### config.mk
export PLATFORM = sky130hd
export DESIGN_NAME = seq_generator_flat
export DESIGN_NICKNAME = d
export VERILOG_FILES = /design/src/rtl/seq_generator_if.sv /design/src/rtl/seq_generator.sv /design/src/flat_wrapper.sv
export SDC_FILE = /design/constraint.sdc
export NUM_CORES = 1
export LEC_CHECK = 0
export BUFFER_PORTS_ARGS = -buffer_cell sky130_fd_sc_hd__buf_4
export CAP_MARGIN = 20
export CELL_PAD_IN_SITES_DETAIL_PLACEMENT = 1
export CELL_PAD_IN_SITES_GLOBAL_PLACEMENT = 2
export CORE_ASPECT_RATIO = 1.75
export CORE_MARGIN = 4
export CORE_UTILIZATION = 36
export DETAILED_ROUTE_END_ITERATION = 8
export GPL_ROUTABILITY_DRIVEN = 0
export GPL_TIMING_DRIVEN = 0
export PLACE_DENSITY = 0.83
export SLEW_MARGIN = 20
export SYNTH_ARGS = -nofsm -noshare
export SYNTH_HDL_FRONTEND = slang
export SYNTH_SLANG_ARGS = --single-unit
### constraint.sdc
create_clock -name clk -period 5.1 [get_ports clk]
set_input_delay 1.02 -clock clk [delete_from_list [all_inputs] [get_ports clk]]
set_output_delay 1.02 -clock clk [all_outputs]
set_load 0.05 [all_outputs]
### src/rtl/seq_generator_if.sv
// Load handshake and serial output bundle for seq_generator.
// The generator sits on the slave side; the pattern source or bench is the master.
interface seq_generator_if #(
  parameter int unsigned WIDTH = 8,
  parameter int unsigned LEN_W = 4,
  parameter int unsigned CNT_W = 4
) ();
  logic             load_valid;
  logic             load_ready;
  logic [WIDTH-1:0] pattern;
  logic [LEN_W-1:0] len;
  logic [CNT_W-1:0] rep;
  logic             abort;
  logic             dout;
  logic             dout_valid;
  logic             busy;
  logic             done;

  modport master (
    output load_valid, pattern, len, rep, abort,
    input  load_ready, dout, dout_valid, busy, done
  );

  modport slave (
    input  load_valid, pattern, len, rep, abort,
    output load_ready, dout, dout_valid, busy, done
  );
endinterface

### src/rtl/seq_generator.sv
// Serial pattern transmitter: shifts a loaded word out MSB-first, rep+1 times, then pulses done.
// Optional macro SEQ_GEN_GAP_EN inserts GAP_CYC idle cycles between repetitions.
module seq_generator #(
  parameter int unsigned WIDTH   = 8,
  parameter int unsigned LEN_W   = 4,
  parameter int unsigned CNT_W   = 4,
  parameter int unsigned GAP_CYC = 2
) (
  input logic            clk,
  input logic            rst,
  seq_generator_if.slave bus
);

  if (WIDTH < 2 || (WIDTH >> LEN_W) != 0 || GAP_CYC < 1) begin : g_param_check
    $error("seq_generator: illegal parameter combination");
  end

`ifdef SEQ_GEN_GAP_EN
  typedef enum logic [1:0] {StIdle, StShift, StGap} state_e;
  localparam int unsigned GapW = (GAP_CYC > 1) ? $clog2(GAP_CYC) : 1;
  logic [GapW-1:0] gap_q, gap_d;
`else
  typedef enum logic [0:0] {StIdle, StShift} state_e;
`endif

  state_e           state_q, state_d;
  logic [WIDTH-1:0] pat_q, pat_d;
  logic [WIDTH-1:0] sh_q, sh_d;
  logic [LEN_W-1:0] len_q, len_d;
  logic [LEN_W-1:0] cnt_q, cnt_d;
  logic [CNT_W-1:0] rep_q, rep_d;
  logic             dout_q, dout_d;
  logic             valid_q, valid_d;
  logic             busy_q, busy_d;
  logic             done_q, done_d;

  logic [LEN_W-1:0] eff_len;
  logic [WIDTH-1:0] aligned;

  assign eff_len = (bus.len == '0 || bus.len > LEN_W'(WIDTH)) ? LEN_W'(WIDTH) : bus.len;
  // Left-align the active bits so the next bit to send is always the MSB.
  assign aligned = bus.pattern << (LEN_W'(WIDTH) - eff_len);

  always_comb begin
    state_d = state_q;
    pat_d   = pat_q;
    sh_d    = sh_q;
    len_d   = len_q;
    cnt_d   = cnt_q;
    rep_d   = rep_q;
`ifdef SEQ_GEN_GAP_EN
    gap_d   = gap_q;
`endif
    dout_d  = 1'b0;
    valid_d = 1'b0;
    busy_d  = 1'b0;
    done_d  = 1'b0;

    unique case (state_q)
      StIdle: begin
        if (bus.load_valid) begin
          state_d = StShift;
          pat_d   = aligned;
          len_d   = eff_len;
          rep_d   = bus.rep;
          dout_d  = aligned[WIDTH-1];
          sh_d    = aligned << 1;
          cnt_d   = eff_len - 1'b1;
          valid_d = 1'b1;
          busy_d  = 1'b1;
        end
      end

      StShift: begin
        if (bus.abort) begin
          state_d = StIdle;
        end else if (cnt_q != '0) begin
          dout_d  = sh_q[WIDTH-1];
          sh_d    = sh_q << 1;
          cnt_d   = cnt_q - 1'b1;
          valid_d = 1'b1;
          busy_d  = 1'b1;
        end else if (rep_q != '0) begin
          rep_d  = rep_q - 1'b1;
          busy_d = 1'b1;
`ifdef SEQ_GEN_GAP_EN
          state_d = StGap;
          gap_d   = GapW'(GAP_CYC - 1);
`else
          dout_d  = pat_q[WIDTH-1];
          sh_d    = pat_q << 1;
          cnt_d   = len_q - 1'b1;
          valid_d = 1'b1;
`endif
        end else begin
          state_d = StIdle;
          done_d  = 1'b1;
        end
      end

`ifdef SEQ_GEN_GAP_EN
      StGap: begin
        if (bus.abort) begin
          state_d = StIdle;
        end else if (gap_q == '0) begin
          state_d = StShift;
          dout_d  = pat_q[WIDTH-1];
          sh_d    = pat_q << 1;
          cnt_d   = len_q - 1'b1;
          valid_d = 1'b1;
          busy_d  = 1'b1;
        end else begin
          gap_d  = gap_q - 1'b1;
          busy_d = 1'b1;
        end
      end
`endif

      default: state_d = StIdle;
    endcase
  end

  always_ff @(posedge clk or negedge rst) begin
    if (!rst) begin
      state_q <= StIdle;
      pat_q   <= '0;
      sh_q    <= '0;
      len_q   <= '0;
      cnt_q   <= '0;
      rep_q   <= '0;
`ifdef SEQ_GEN_GAP_EN
      gap_q   <= '0;
`endif
      dout_q  <= 1'b0;
      valid_q <= 1'b0;
      busy_q  <= 1'b0;
      done_q  <= 1'b0;
    end else begin
      state_q <= state_d;
      pat_q   <= pat_d;
      sh_q    <= sh_d;
      len_q   <= len_d;
      cnt_q   <= cnt_d;
      rep_q   <= rep_d;
`ifdef SEQ_GEN_GAP_EN
      gap_q   <= gap_d;
`endif
      dout_q  <= dout_d;
      valid_q <= valid_d;
      busy_q  <= busy_d;
      done_q  <= done_d;
    end
  end

  assign bus.load_ready = (state_q == StIdle);
  assign bus.dout       = dout_q;
  assign bus.dout_valid = valid_q;
  assign bus.busy       = busy_q;
  assign bus.done       = done_q;

endmodule

### src/flat_wrapper.sv
// flat-port wrapper written by rule: the top's interface ports become plain ports
module seq_generator_flat 
#(
  parameter int unsigned WIDTH   = 8,
  parameter int unsigned LEN_W   = 4,
  parameter int unsigned CNT_W   = 4,
  parameter int unsigned GAP_CYC = 2
)
  (clk, rst, bus_load_valid, bus_pattern, bus_len, bus_rep, bus_abort, bus_load_ready, bus_dout, bus_dout_valid, bus_busy, bus_done);
  seq_generator_if #(.WIDTH(WIDTH), .LEN_W(LEN_W), .CNT_W(CNT_W)) bus_i ();
  input logic clk;
  input logic rst;
  input wire logic [$bits(bus_i.load_valid)-1:0] bus_load_valid;
  input wire logic [$bits(bus_i.pattern)-1:0] bus_pattern;
  input wire logic [$bits(bus_i.len)-1:0] bus_len;
  input wire logic [$bits(bus_i.rep)-1:0] bus_rep;
  input wire logic [$bits(bus_i.abort)-1:0] bus_abort;
  output wire logic [$bits(bus_i.load_ready)-1:0] bus_load_ready;
  output wire logic [$bits(bus_i.dout)-1:0] bus_dout;
  output wire logic [$bits(bus_i.dout_valid)-1:0] bus_dout_valid;
  output wire logic [$bits(bus_i.busy)-1:0] bus_busy;
  output wire logic [$bits(bus_i.done)-1:0] bus_done;
  assign bus_i.load_valid = bus_load_valid;
  assign bus_i.pattern = bus_pattern;
  assign bus_i.len = bus_len;
  assign bus_i.rep = bus_rep;
  assign bus_i.abort = bus_abort;
  assign bus_load_ready = bus_i.load_ready;
  assign bus_dout = bus_i.dout;
  assign bus_dout_valid = bus_i.dout_valid;
  assign bus_busy = bus_i.busy;
  assign bus_done = bus_i.done;
  seq_generator #(.WIDTH(WIDTH), .LEN_W(LEN_W), .CNT_W(CNT_W), .GAP_CYC(GAP_CYC)) u_core (.clk(clk), .rst(rst), .bus(bus_i));
endmodule
# --- Word-level counts from Yosys, hierarchy flattened ---
# Cells that the tools add are included.
classes:
  add_sub_neg: 5
  magnitude_cmp: 1
  n_eq_ne: 5
  n_div: 0
  bitwise_logic: 1
  n_shift: 1
  reduce_logical: 7
  muxes: 30
  n_mul: 0
ops:
  columns: ["cell", "n"]
  rows:
  - ["two-way mux 4 bit", 9]
  - ["two-way mux 8 bit", 4]
  - ["one-hot mux 4 bit (2 select lines)", 2]
  - ["one-hot mux 8 bit (2 select lines)", 1]
  - ["subtractor 4 x 1 -> 4 bit (second input constant)", 4]
  - ["two-way mux 1 bit", 12]
  - ["!= test 2 bit (second input constant)", 4]
  - ["nonzero test 4 bit", 2]
  - ["<< shifter 8 x 4 -> 8 bit", 1]
  - ["greater-than comparator 4 bit (second input constant)", 1]
  - ["zero test 4 bit", 1]
  - ["one-hot mux 1 bit (2 select lines)", 2]
  - ["AND reduction 4 bit", 1]
  - ["subtractor 4 bit (first input constant)", 1]
  - ["!= test 3 bit (second input constant)", 1]
  - ["AND reduction 3 bit", 1]
  - ["AND reduction 2 bit", 1]
  - ["logical OR 1 bit", 1]
  - ["inverter 1 bit", 1]
totals:
  out_inout_bits: 5
  register_bits: 31
  rom_bits: 0
  inputBits: 20
  word_cells: 58
  memories: 0
  ram_bits: 0
  latch_bits: 0

# --- Longest topological paths before layout ---
depth:
  ltp_word: 7
  mapped_depth: 10
  ltp_nobuf: 8

# --- Worst setup path before layout ---
# Ideal clock, no wire load.
synth_timing:
  path_type: "input-to-reg"
  startpoint: "in bus_len[0]"
  endpoint: "reg u_core.dout_q, in the netlist u_core.bus.dout"
  arrival_time_ns: 2.683
  path_slack_ns: 2.334
  setup_time_ns: 0.082
  required_ns: 5.018
  path_stages: 8
  path_buffers: 2
  path_cell_list: "nor2b_1 -> buf_2 -> inv_2 -> ha_1 -> clkbuf_1 -> clkinv_1 -> mux4_2 -> o22ai_1"
synth_via:
  elab_chain_cells: 7
  word_cells_on_any_way: 8
synth_rtl:
  columns: ["item", "line", "text"]
  rows:
  - ["from (decl)", "flat_wrapper.sv:15", "input wire logic [$bits(bus_i.len)-1:0] bus_len;"]
  - ["greater-than comparator 4 bit or zero test 4 bit (tied branches)", "seq_generator.sv:40", "assign eff_len = (bus.len == '0 || bus.len > LEN_W'(WIDTH)) ? LEN_W'(WIDTH) : bus.len;"]
  - ["logical OR 1 bit", "seq_generator.sv:40", null]
  - ["two-way mux 4 bit (*)", "seq_generator.sv:40", null]
  - ["subtractor 4 bit (*)", "seq_generator.sv:42", "assign aligned = bus.pattern << (LEN_W'(WIDTH) - eff_len);"]
  - ["<< shifter 8 x 4 -> 8 bit (*)", "seq_generator.sv:42", null]
  - ["two-way mux 1 bit (*)", "seq_generator.sv:61", "if (bus.load_valid) begin"]
  - ["one-hot mux 1 bit (2 select lines) (*)", "seq_generator.sv:59", "unique case (state_q)"]
  - ["via u_core.dout_d", "seq_generator.sv:32", "logic dout_q, dout_d;"]
  - ["to (signal assigned)", "seq_generator.sv:148", "dout_q <= dout_d;"]
  - ["to (decl)", "seq_generator.sv:32", null]
# The timed path passes the listed nets; every way through them passes the cells marked *.
# A chain may end at the register's enable or synchronous reset.

# --- Worst setup path in the final report ---
layout_timing:
  startpoint: "in bus_len[3]"
  endpoint: "reg u_core.sh_q[5]"
layout_via:
  elab_chain_cells: 7
  word_cells_on_any_way: 8
layout_rtl:
  columns: ["item", "line", "text"]
  rows:
  - ["greater-than comparator 4 bit or zero test 4 bit (tied branches)", "seq_generator.sv:40", null]
  - ["logical OR 1 bit", "seq_generator.sv:40", null]
  - ["two-way mux 4 bit (*)", "seq_generator.sv:40", null]
  - ["subtractor 4 bit (*)", "seq_generator.sv:42", null]
  - ["<< shifter 8 x 4 -> 8 bit (*)", "seq_generator.sv:42", null]
  - ["two-way mux 8 bit (*)", "seq_generator.sv:61", null]
  - ["one-hot mux 8 bit (2 select lines) (*)", "seq_generator.sv:59", null]
  - ["to (signal assigned)", "seq_generator.sv:127", "sh_q <= '0;"]
  - ["to (signal assigned)", "seq_generator.sv:141", "sh_q <= sh_d;"]
  - ["to (decl)", "seq_generator.sv:28", "logic [WIDTH-1:0] sh_q, sh_d;"]
# Mark *: on every way between the ends. The rest lies on a longest branch, timed or not. The select of a mux whose other input is x is not followed.

==> impl_results.md <==
- Die area: 0.00671 sq mm
- Via count: 1700
- Max incr delay on CP: 300 ps
- NetSw: 0.396 mW
- Fin crit share: 57.1%
- GRT Total Usage: 16.8%
- Core area: 0.00526 sq mm
- Final core utilization: 43.6%
- First-pass GRT wire length: 8820 um
- Total nets after synthesis: 228
- Critical path's slowest cell: clkinv_1
- Synth area leader: dfrtp_1
- Share of layout cells above drive strength 1: 22.9%
- Vias per cell: 5.84
- CTS tree: built
- Number of flops mapped to enable cells by yosys: 0
- WL final: 5210 um
- Die height: 105 um
- DRT iter0 DRCs: 44
- I/O Buffers: 24
- Post-DP HPWL: 3960 um
- Root Buffer: clkbuf_8
- Initial antenna violation count: 0
- Most frequent cells in the layout: 30 x dfrtp_1, 26 x buf_4, 22 x nand2_1
- Cell leakage power: 0.993 nW
- Synth async-reset ratio: 100%
- Least-Margin Pin Slew: 583 ps
- Sequential fraction of the synthesis area: 38.5%
- Synth area leaders: dfrtp_1 38%, mux2i_1 6.7%, o21ai_0 5.4%
- Distinct cells, synth: 51
- Postcts setup bufs: 0
- Min Tclk post-route: 2910 ps
- Antenna Cells: 0
- Cts repair resizes: 0
- Sw frac: 39.4%
- H-tree Lvls: 2
- Clock slew at reported path FFs: 70 ps
- Rel. slew slack: 61.0%
- Io pins: 25
- Clock Latency Late Sink: 290 ps
- Crit path capture type: flip-flop
- Critical Path RT: 5260 ps
- Row Count: 35
- Clock power share: 20.2%
- Yosys synthesis warning count: 0
- GR Overflow Total: 0
- Worst EP arrival: 3070 ps
- Worst path bufs/invs: 5
- Pint: 0.610 mW
- Slew Viols, Final: 0
- Crit-path most repeated cell: o21ai_0
- Top FF cell, synth: dfrtp_1
- Worst-path maximum fanout: 8
- Final #Nets: 259
- Outcome: finished clean
- CTS Buffer Depth: 2
- Avg WL per Cell: 17.9 um
- Part of the power in combinational logic: 40.2%
- WS Path Type: input port to flip-flop
- Yosys reg bits: 30
- Crit-path cells: buf_4, nor2b_1, buf_2, inv_2, ha_1, clkbuf_1, clkinv_1, a31oi_1, o21ai_0, o21ai_0, o211ai_1
- Maxcap violations: 0
- Worst min-delay path class: flip-flop to flip-flop
- Synthesized cell area: 0.00195 sq mm
- Cells after synthesis: 204
- Largest net degree at the start of global routing: 31
- Num Clock Sinks: 30
- Fin. Hold Viols: 0
- Most common cell after layout, fill and taps aside: dfrtp_1
- Yosys top cell area share: 38.5%
- Worst Skew: 10.5 ps
- Post-cts hold buffer count: 0
- Reg power frac: 39.6%
- TNS Setup: 0 ps
- R2R Setup Slk: 2880 ps
- Initial Util: 37.1%
- Iteration count of the initial detailed-routing pass: 4
- CP top delay family: buffers and inverters
- Post-route DRC: 0
- CP Launch Type: input port
- Syn_area_per_cell: 9.56 sq um
- Routed Antenna Nets: 0
- Vias in the first global route: 1778
- Die width: 63.6 um
- Final setup fails: 0
- Peak VDD IR: 0.262 mV
- Area growth from synthesis to layout: 17.4%
- Fmax: 343 MHz
- RSZ-0062 raised after global routing: false
- Cell Pwr Density: 439 mW/mm^2
- CTS buffer count: 5
worst reg2reg max path: cells and delay by family, from the launching register on:
kind | cells | cell delay, ps
AND/OR/NAND/NOR | 2 | 850
buffers and inverters | 2 | 230
AO/OA/AOI/OAI | 1 | 170
flip-flops | 1 | 380
multiplexers | 1 | 290
adder cells (fa/ha/maj) | 1 | 180
sequential cells by signal, indices dropped and copies added (netlist names):
signal	count
u_core.pat_q	8
u_core.sh_q	7
u_core.cnt_q	4
u_core.len_q	4
u_core.rep_q	4
u_core.bus.done	1
u_core.bus.dout	1
u_core.state_q	1
power by group through the flow:
stage,Sequential (mW),Combinational [mW],Clock (mW)
2_1_floorplan,0.390,0.297,0
3_3_place_gp,0.400,0.400,0
3_5_place_dp,0.402,0.408,0
4_1_cts,0.398,0.410,0.209
5_1_grt,0.409,0.454,0.219
6_report,0.399,0.405,0.203
final timing paths:
| check | start | end | cells past startpoint |
|---|---|---|---|
| worst max-delay path | bus_len[3] | u_core.sh_q[5] | 11 |
| worst min-delay path | u_core.len_q[2] | u_core.len_q[2] | 2 |
| worst max register to register | u_core.rep_q[0] | u_core.cnt_q[3] | 7 |
| worst min register to register | u_core.len_q[2] | u_core.len_q[2] | 2 |
| max in group asynchronous | rst | u_core.state_q | 1 |
| min in group asynchronous | rst | u_core.bus.dout | 1 |
kinds of logic (layout without fill, tap and decap cells):
family                   count (synthesis)  count (layout)  synth area share (%)
AO/OA/AOI/OAI                           75              75                  25.5
XOR/XNOR                                 4               4                  2.76
adder cells (fa/ha/maj)                  4               4                  2.57
buffers and inverters                   19              51                  5.19
flip-flops                              30              30                  38.5
multiplexers                            19              19                  10.7
AND/OR/NAND/NOR                         53              53                  14.8
cell usage after synthesis, types with 2 or more instances:
cell and count:
buf_2 3, inv_1 5, nor2b_1 2, ha_1 4, o211ai_1 4, and2_1 2, mux2i_1 13, nor3_1 6
buf_4 2, dfrtp_1 30, o221ai_1 3, clkbuf_1 3, a21oi_1 11, a211oi_1 2, a221o_1 3, o21ai_0 21
nand2_1 22, o22a_1 3, o21a_1 3, mux2_2 5, nor4b_1 2, nand2b_1 6, o21ai_1 2, xor2_1 2
nor2_1 4, a31oi_1 3, a22oi_1 8, o22ai_1 7
metal layers:
metal	up-vias	global-route usage [%]	routed length (um)
met2	29	31.3	2890
li1	821	-	-
met4	0	6.18	92
met1	843	18.5	2090
met3	7	2.99	134
met5	-	0	0
area by class of cell:
type | count | area [sq um]
fillers | 616 | 2960
clock inverters | 1 | 5.00
well taps | 55 | 68.8
clock buffers | 7 | 86.3
multi-input cells | 155 | 1100
repair buffers | 24 | 180
flip-flops and latches | 30 | 751
plain buffers | 12 | 75.1
inverters | 7 | 26.3
through the flow:
stage | instances | total power, mW | hold slack, ps | instance area (sq um) | setup slack [ps]
4_1_cts | 291 | 1.02 | 473 | 2290 | 2170
2_1_floorplan | 204 | 0.688 | 438 | 1950 | 2330
3_5_place_dp | 283 | 0.810 | 457 | 2200 | 1870
6_report | 291 | 1.01 | 470 | 2290 | 2190
3_3_place_gp | 283 | 0.800 | 458 | 2200 | 1890
5_1_grt | 291 | 1.08 | 512 | 2290 | 1970
Power figures use the tool's default switching activity.
